## src/rtl/seq_matrix_multiplier_if.sv

```systemverilog
// Operand/result handshake bus for seq_matrix_multiplier.
// The multiplier takes the slave modport; whatever feeds operands and
// consumes results takes the master modport.
interface seq_matrix_multiplier_if #(
  parameter int N   = 4,
  parameter int WII = 8,
  parameter int WIF = 8,
  parameter int WOI = 8,
  parameter int WOF = 8
);
  localparam int WI = WII + WIF;
  localparam int WO = WOI + WOF;

  logic                   in_valid;
  logic                   in_ready;
  logic                   mv_mode;
  logic [N*N-1:0][WI-1:0] matA;
  logic [N*N-1:0][WI-1:0] matB;
  logic [N*N-1:0][WO-1:0] res_mat;
  logic                   out_valid;
  logic                   out_ready;
  logic                   overflow;
  logic                   busy;

  modport master (
    output in_valid, mv_mode, matA, matB, out_ready,
    input  in_ready, res_mat, out_valid, overflow, busy
  );

  modport slave (
    input  in_valid, mv_mode, matA, matB, out_ready,
    output in_ready, res_mat, out_valid, overflow, busy
  );
endinterface

```

## src/rtl/seq_matrix_multiplier.sv

```systemverilog
// Sequential N x N signed fixed-point matrix multiplier.
// One shared MAC is time-multiplexed: one product per cycle, each dot
// product accumulated at full precision, then rounded half up and
// range-checked once per output element.
// Optional feature macro: SEQ_MATMUL_SATURATE_EN
//   defined   -> out-of-range elements clamp to the most positive/negative code
//   undefined -> out-of-range elements keep the low output bits (wrap)
// The overflow flag is sticky per job and behaves the same in both builds.
module seq_matrix_multiplier #(
  parameter int N   = 4,
  parameter int WII = 8,
  parameter int WIF = 8,
  parameter int WOI = 8,
  parameter int WOF = 8
) (
  input  logic                    Clk,
  input  logic                    Reset,
  seq_matrix_multiplier_if.slave  bus
);

  localparam int WI    = WII + WIF;
  localparam int WO    = WOI + WOF;
  localparam int PW    = 2 * WI;
  localparam int AW    = PW + $clog2(N);
  localparam int AW1   = AW + 1;
  localparam int SHIFT = 2 * WIF - WOF;
  localparam int RNDSH = (SHIFT > 0) ? SHIFT - 1 : 0;
  localparam int IW    = $clog2(N);
  localparam int IDXW  = $clog2(N * N);

  // Half an output LSB expressed in accumulator units; zero when no bits
  // are dropped, so the rounding add disappears.
  localparam logic signed [AW:0] RND_TERM =
    (SHIFT > 0) ? (AW1'(1) << RNDSH) : '0;

  localparam logic [IW-1:0] LAST_IDX = IW'(N - 1);

  typedef enum logic [1:0] {
    IDLE = 2'd0,
    CALC = 2'd1,
    DONE = 2'd2
  } state_t;

  state_t                 stateQ, stateD;
  logic [N*N-1:0][WI-1:0] aQ, aD;
  logic [N*N-1:0][WI-1:0] bQ, bD;
  logic                   mvQ, mvD;
  logic [IW-1:0]          iQ, iD;
  logic [IW-1:0]          jQ, jD;
  logic [IW-1:0]          kQ, kD;
  logic signed [AW-1:0]   accQ, accD;
  logic [N*N-1:0][WO-1:0] resQ, resD;
  logic                   outValidQ, outValidD;
  logic                   ovfQ, ovfD;

  logic                   accept;
  logic                   kLast;
  logic                   jLast;
  logic                   lastElem;
  logic [IDXW-1:0]        aIdx;
  logic [IDXW-1:0]        bIdx;
  logic [IDXW-1:0]        elemIdx;
  logic signed [WI-1:0]   aElem;
  logic signed [WI-1:0]   bElem;
  logic signed [PW-1:0]   product;
  logic signed [AW-1:0]   accNext;
  logic signed [AW:0]     accExt;
  logic signed [AW:0]     rounded;
  logic [AW:WO-1]         upperBits;
  logic                   elemOvf;
  logic [WO-1:0]          elemValue;

  // Handshake decode straight from the state register.
  assign bus.in_ready  = (stateQ == IDLE) && !Reset;
  assign bus.busy      = (stateQ != IDLE);
  assign bus.res_mat   = resQ;
  assign bus.out_valid = outValidQ;
  assign bus.overflow  = ovfQ;

  assign accept = (stateQ == IDLE) && bus.in_valid;

  // Loop bookkeeping: in vector mode the column index never moves off 0.
  always_comb begin
    kLast    = (kQ == LAST_IDX);
    jLast    = mvQ || (jQ == LAST_IDX);
    lastElem = kLast && jLast && (iQ == LAST_IDX);
    aIdx     = IDXW'(iQ * N + kQ);
    bIdx     = IDXW'(kQ * N + jQ);
    elemIdx  = IDXW'(iQ * N + jQ);
  end

  // Shared MAC plus the once-per-element round, range check and wrap/clamp.
  always_comb begin
    aElem     = aQ[aIdx];
    bElem     = bQ[bIdx];
    product   = aElem * bElem;
    accNext   = accQ + AW'(product);
    accExt    = {accNext[AW-1], accNext};
    rounded   = (accExt + RND_TERM) >>> SHIFT;
    upperBits = rounded[AW:WO-1];
    elemOvf   = !((&upperBits) || !(|upperBits));
`ifdef SEQ_MATMUL_SATURATE_EN
    if (elemOvf) begin
      elemValue = rounded[AW] ? {1'b1, {(WO-1){1'b0}}} : {1'b0, {(WO-1){1'b1}}};
    end else begin
      elemValue = rounded[WO-1:0];
    end
`else
    elemValue = rounded[WO-1:0];
`endif
  end

  // Next-state control: accept in IDLE, run K MACs in CALC, hold in DONE.
  always_comb begin
    stateD = stateQ;
    case (stateQ)
      IDLE: begin
        if (bus.in_valid) begin
          stateD = CALC;
        end
      end
      CALC: begin
        if (lastElem) begin
          stateD = DONE;
        end
      end
      DONE: begin
        if (bus.out_ready) begin
          stateD = IDLE;
        end
      end
      default: stateD = IDLE;
    endcase
  end

  // Datapath next-state: operand capture, index stepping, element writes.
  always_comb begin
    aD        = aQ;
    bD        = bQ;
    mvD       = mvQ;
    iD        = iQ;
    jD        = jQ;
    kD        = kQ;
    accD      = accQ;
    resD      = resQ;
    outValidD = outValidQ;
    ovfD      = ovfQ;
    case (stateQ)
      IDLE: begin
        if (accept) begin
          aD   = bus.matA;
          bD   = bus.matB;
          mvD  = bus.mv_mode;
          iD   = '0;
          jD   = '0;
          kD   = '0;
          accD = '0;
          ovfD = 1'b0;
          resD = '0;
        end
      end
      CALC: begin
        if (kLast) begin
          resD[elemIdx] = elemValue;
          if (elemOvf) begin
            ovfD = 1'b1;
          end
          accD = '0;
          kD   = '0;
          if (jLast) begin
            jD = '0;
            iD = iQ + IW'(1);
          end else begin
            jD = jQ + IW'(1);
          end
          if (lastElem) begin
            outValidD = 1'b1;
          end
        end else begin
          accD = accNext;
          kD   = kQ + IW'(1);
        end
      end
      DONE: begin
        if (bus.out_ready) begin
          outValidD = 1'b0;
        end
      end
      default: begin
        outValidD = 1'b0;
      end
    endcase
  end

  // State register; reset aborts any job in flight.
  always_ff @(posedge Clk) begin
    if (Reset) begin
      stateQ <= IDLE;
    end else begin
      stateQ <= stateD;
    end
  end

  // Datapath registers; reset discards partial results and counters.
  always_ff @(posedge Clk) begin
    if (Reset) begin
      aQ        <= '0;
      bQ        <= '0;
      mvQ       <= 1'b0;
      iQ        <= '0;
      jQ        <= '0;
      kQ        <= '0;
      accQ      <= '0;
      resQ      <= '0;
      outValidQ <= 1'b0;
      ovfQ      <= 1'b0;
    end else begin
      aQ        <= aD;
      bQ        <= bD;
      mvQ       <= mvD;
      iQ        <= iD;
      jQ        <= jD;
      kQ        <= kD;
      accQ      <= accD;
      resQ      <= resD;
      outValidQ <= outValidD;
      ovfQ      <= ovfD;
    end
  end

endmodule

```

## src/flat_wrapper.sv

```systemverilog
// flat-port wrapper written by rule: the top's interface ports become plain ports
module seq_matrix_multiplier_flat 
#(
  parameter int N   = 4,
  parameter int WII = 8,
  parameter int WIF = 8,
  parameter int WOI = 8,
  parameter int WOF = 8
)
  (Clk, Reset, bus_in_valid, bus_mv_mode, bus_matA, bus_matB, bus_out_ready, bus_in_ready, bus_res_mat, bus_out_valid, bus_overflow, bus_busy);
  seq_matrix_multiplier_if #(.N(N), .WII(WII), .WIF(WIF), .WOI(WOI), .WOF(WOF)) bus_i ();
  input  logic Clk;
  input  logic Reset;
  input wire logic [$bits(bus_i.in_valid)-1:0] bus_in_valid;
  input wire logic [$bits(bus_i.mv_mode)-1:0] bus_mv_mode;
  input wire logic [$bits(bus_i.matA)-1:0] bus_matA;
  input wire logic [$bits(bus_i.matB)-1:0] bus_matB;
  input wire logic [$bits(bus_i.out_ready)-1:0] bus_out_ready;
  output wire logic [$bits(bus_i.in_ready)-1:0] bus_in_ready;
  output wire logic [$bits(bus_i.res_mat)-1:0] bus_res_mat;
  output wire logic [$bits(bus_i.out_valid)-1:0] bus_out_valid;
  output wire logic [$bits(bus_i.overflow)-1:0] bus_overflow;
  output wire logic [$bits(bus_i.busy)-1:0] bus_busy;
  assign bus_i.in_valid = bus_in_valid;
  assign bus_i.mv_mode = bus_mv_mode;
  assign bus_i.matA = bus_matA;
  assign bus_i.matB = bus_matB;
  assign bus_i.out_ready = bus_out_ready;
  assign bus_in_ready = bus_i.in_ready;
  assign bus_res_mat = bus_i.res_mat;
  assign bus_out_valid = bus_i.out_valid;
  assign bus_overflow = bus_i.overflow;
  assign bus_busy = bus_i.busy;
  seq_matrix_multiplier #(.N(N), .WII(WII), .WIF(WIF), .WOI(WOI), .WOF(WOF)) u_core (.Clk(Clk), .Reset(Reset), .bus(bus_i));
endmodule
```

## config.mk

```make
export PLATFORM = sky130hd
export DESIGN_NAME = seq_matrix_multiplier_flat
export DESIGN_NICKNAME = d
export VERILOG_FILES = /design/src/rtl/seq_matrix_multiplier_if.sv /design/src/rtl/seq_matrix_multiplier.sv /design/src/flat_wrapper.sv
export SDC_FILE = /design/constraint.sdc
export NUM_CORES = 2
export LEC_CHECK = 0
export ABC_AREA = 1
export BUFFER_PORTS_ARGS = -buffer_cell sky130_fd_sc_hd__clkbuf_2
export CAP_MARGIN = 0
export CELL_PAD_IN_SITES_DETAIL_PLACEMENT = 1
export CELL_PAD_IN_SITES_GLOBAL_PLACEMENT = 2
export CORE_MARGIN = 4
export CORE_UTILIZATION = 35
export DETAILED_ROUTE_END_ITERATION = 16
export GPL_ROUTABILITY_DRIVEN = 0
export PLACE_DENSITY = 0.87
export RECOVER_POWER = 50
export SLEW_MARGIN = 15
export SYNTH_ARGS = -nofsm -noshare
export SYNTH_HDL_FRONTEND = slang
export SYNTH_SLANG_ARGS = --single-unit
```

## constraint.sdc

```tcl
create_clock -name Clk -period 11.7 [get_ports Clk]
set_input_delay 0 -clock Clk [delete_from_list [all_inputs] [get_ports Clk]]
set_output_delay 0 -clock Clk [all_outputs]
set_load 0.1 [all_outputs]
```

==> run_results.csv <==
group,metric,value,unit
global_routing,grt_pass1_wl,321000,um
yosys,yosys_warnings,0,
floorplan,core,0.1298,mm2
cells_and_area,final_util,45.37,%
cells_and_area,fill_cells,16470,
clocking,cts_tree,"done",
hold_path,hold_class,"input pin to register",
sta,setup_viol,0,
detailed_routing,drt_iter0_drc,3825,
yosys,synth_seq_area_share,35.49,%
detailed_routing,wl_per_cell,23.37,um
critical_path,r2r_slack,1.31,ns
global_routing,grt_max_degree,239,
floorplan,num_rows,132,
cells_and_area,syn_to_final_growth,28.42,%
sta,post-route-period-util,88.82,%
critical_path,worstReg2RegStart,"u_core.kQ[0]$_SDFFE_PP0P_",
clocking,cts.sink_count,813,
placed_design,place_inst,8528,
critical_path,cpMostUsedCell,"fa_1",
detailed_routing,routed-via-count,48780,
critical_path,crit_path_start,"u_core.kQ[0]$_SDFFE_PP0P_",
critical_path,critPathKind,"register to register",
cells_and_area,final_nets,8329,
detailed_routing,drt-total-wl,215600,um
sta,relSlewSlack,-497.3,%
critical_path,path_max_fanout,81,
yosys,avgSynthCellArea,7.213,um2
detailed_routing,vias_per_cell,5.286,
critical_path,cp.required,11.89,ns
global_routing,grtUsageTotal,30.62,%
critical_path,slowest_delay,0.87,ns
yosys,synth-edff-count,0,
detailed_routing,drc,0,
cells_and_area,multi_input_area,0.02540,mm2
clocking,cts_resized,0,
yosys,synth.distinct_cells,42,
flow_run,max_cap_violations,11,
sta,hold_viol_final,0,
global_routing,antenna_found_initial,34,
yosys,async_flop_share,0,%
sta,min_period,10.39,ns
placed_design,io_buffers,776,
cells_and_area,layout_commonest_cell,"nor2_1",
floorplan,die-area,0.1369,mm2
critical_path,endpoint,"u_core.bus.res_mat[56]$_SDFFE_PP0P_",
clocking,cts_max_level,3,
detailed_routing,drt-pass1-iter-count,5,
yosys,syn-cell-area,0.04586,mm2
hold_path,hold_depth,4,
cells_and_area,drive_gt1_share,10.89,%
critical_path,worstPathArrival,10.58,ns
critical_path,reg2reg_depth,30,
global_routing,grt_pass1_vias,51200,
outcome,status,"finished, violations left",
floorplan,die_w,370.0,um
detailed_routing,antenna_left,0,
placed_design,dp_hpwl,146400,um
clocking,cts_root_buf,"clkbuf_16",
cells_and_area,seq_area,0.01629,mm2
sta,fmax,0.09623,GHz
clocking,path_clk_slew,0.06,ns
critical_path,cp-start-kind,"register",
outcome,failed_checks,"capacitance limit, slew limit",
critical_path,r2r_end,"u_core.bus.res_mat[56]$_SDFFE_PP0P_",
sta,clock_skew,0.07187,ns
yosys,synth_cells,6358,
sta,drv_slew,1622,
clocking,clock_path_buffers,3,
sta,rsz0062_at_grt,"false",
yosys,synth_nets,7292,
cells_and_area,final_cell_mix,"nor2_1 (1,321), nand2_1 (1,136), dfxtp_1 (808), o21ai_0 (766), inv_1 (683)",
sta,tightest_slew,8.959,ns
yosys,synth-seq-cells,813,
floorplan,die_y,370.0,um
cells_and_area,instances_no_fill,9229,
yosys,synth_flop_cell,"dfxtp_1",
global_routing,grt_overflow,0,
critical_path,cp_slowest_cell,"xnor2_1",
clocking,clock_latency,0.73,ns
floorplan,io_pins,777,
critical_path,end_kind,"register",
clocking,numCtsBuffers,91,
sta,setup_tns,0,ns
floorplan,start_util,35.33,%
## worst min-delay path by stage
stage,end,slack [ns],startpoint
floorplan,u_core.aQ[0]$_SDFFE_PP0P_,0.17,bus_matA[0]
global placement,u_core.bQ[47]$_SDFFE_PP0P_,0.25,bus_matB[47]
detailed placement,u_core.aQ[110]$_SDFFE_PP0P_,0.26,bus_matA[110]
CTS,u_core.aQ[27]$_SDFFE_PP0P_,0.01,bus_matA[27]
global route,u_core.bQ[44]$_SDFFE_PP0P_,0.1,bus_matB[44]
finish,u_core.bQ[10]$_SDFFE_PP0P_,0.08,bus_matB[10]
## Yosys cell counts, types with 4 or more instances
library cell,n,area share [%]
o221ai_1,92,1.8
xnor2_1,4,0.076
nand4_1,27,0.37
fa_1,305,13
nand2b_1,16,0.22
inv_1,687,5.6
a22oi_1,15,0.25
a31oi_1,16,0.22
nand2_2,8,0.11
nand2_1,1136,9.3
xor2_1,12,0.23
nand3b_1,6,0.098
o211ai_1,28,0.46
nor2_1,1322,11
buf_1,15,0.12
nand3_1,139,1.5
inv_2,18,0.15
nor2_2,18,0.25
o21ai_0,766,8.4
buf_2,39,0.43
o22ai_1,29,0.40
dfxtp_1,813,35
clkinv_1,5,0.041
clkbuf_1,346,2.8
nor3_2,5,0.11
nor3_1,23,0.25
a21oi_1,325,3.5
ha_1,112,3.1
## metrics by stage
| stage | hold WS, ns | setup slack, ns | instance area (um2) |
|---|---|---|---|
| after global placement | 0.2501 | 1.868 | 50970 |
| after floorplan | 0.1667 | 4.050 | 45860 |
| after global routing | 0.09576 | 0.7300 | 58880 |
| final | 0.07995 | 1.308 | 58900 |
| after CTS | 0.01127 | 1.675 | 59250 |
| after detailed placement | 0.2604 | 1.780 | 50980 |
## state kept, by name (all words and copies together) (netlist names)
name                  cells
u_core.stateQ             2
u_core.bQ               256
u_core.accQ              34
u_core.bus.out_valid      1
u_core.kQ                 2
u_core.jQ                 2
u_core.iQ                 2
u_core.aQ               256
u_core.bus.overflow       1
u_core.mvQ                1
u_core.bus.res_mat      256
## critical path: cells and delay by family (launching register included)
| kind | cells | cell delay, ns |
|---|---|---|
| xor gates and xnor gates | 2 | 1.58 |
| adders and majority gates | 7 | 3.14 |
| and+or+nand+nor | 8 | 1.83 |
| AOI/OAI and AO/OA | 5 | 1.15 |
| buffers and inverters | 8 | 1.21 |
| DFF | 1 | 0.78 |
## final cells by class
type | instances | area share [%]
Timing Repair Buffer | 1352 | 15.61
Antenna cell | 21 | 0.08923
Clock buffer | 138 | 4.695
Clock inverter | 26 | 0.5863
Tap cell | 1742 | 3.701
Inverter | 710 | 4.538
Multi-Input combinational cell | 4427 | 43.12
Sequential cell | 813 | 27.66
## what timing repair did
item                                   CTS  global route
setup buffers                            0             0
hold buffers                           515             0
endpoints found under the hold margin  616             0
## metal layers
layer,vias to the layer above,global-route usage (%),share of wire [%]
met3,629,4.772,5.8
met1,24130,38.23,41
met5,-,0,0.083
li1,22120,-,-
met4,28,17.91,6.7
met2,1872,50.18,47
## cells by family (layout without fill, tap and decap cells)
logic type / after synthesis / in the layout / share of synthesized area [%]
AOI/OAI and AO/OA: 1283 / 1283 / 15.17
xor gates and xnor gates: 19 / 19 / 0.4119
adders and majority gates: 417 / 417 / 16.37
buffers and inverters: 1118 / 2226 / 9.355
DFF: 813 / 813 / 35.49
and+or+nand+nor: 2708 / 2708 / 23.20
other: 0 / 21 / 0
Power is left out: the tool's default activity adds up to more than one toggle a clock period on the data nets, which glitch-free logic cannot reach.
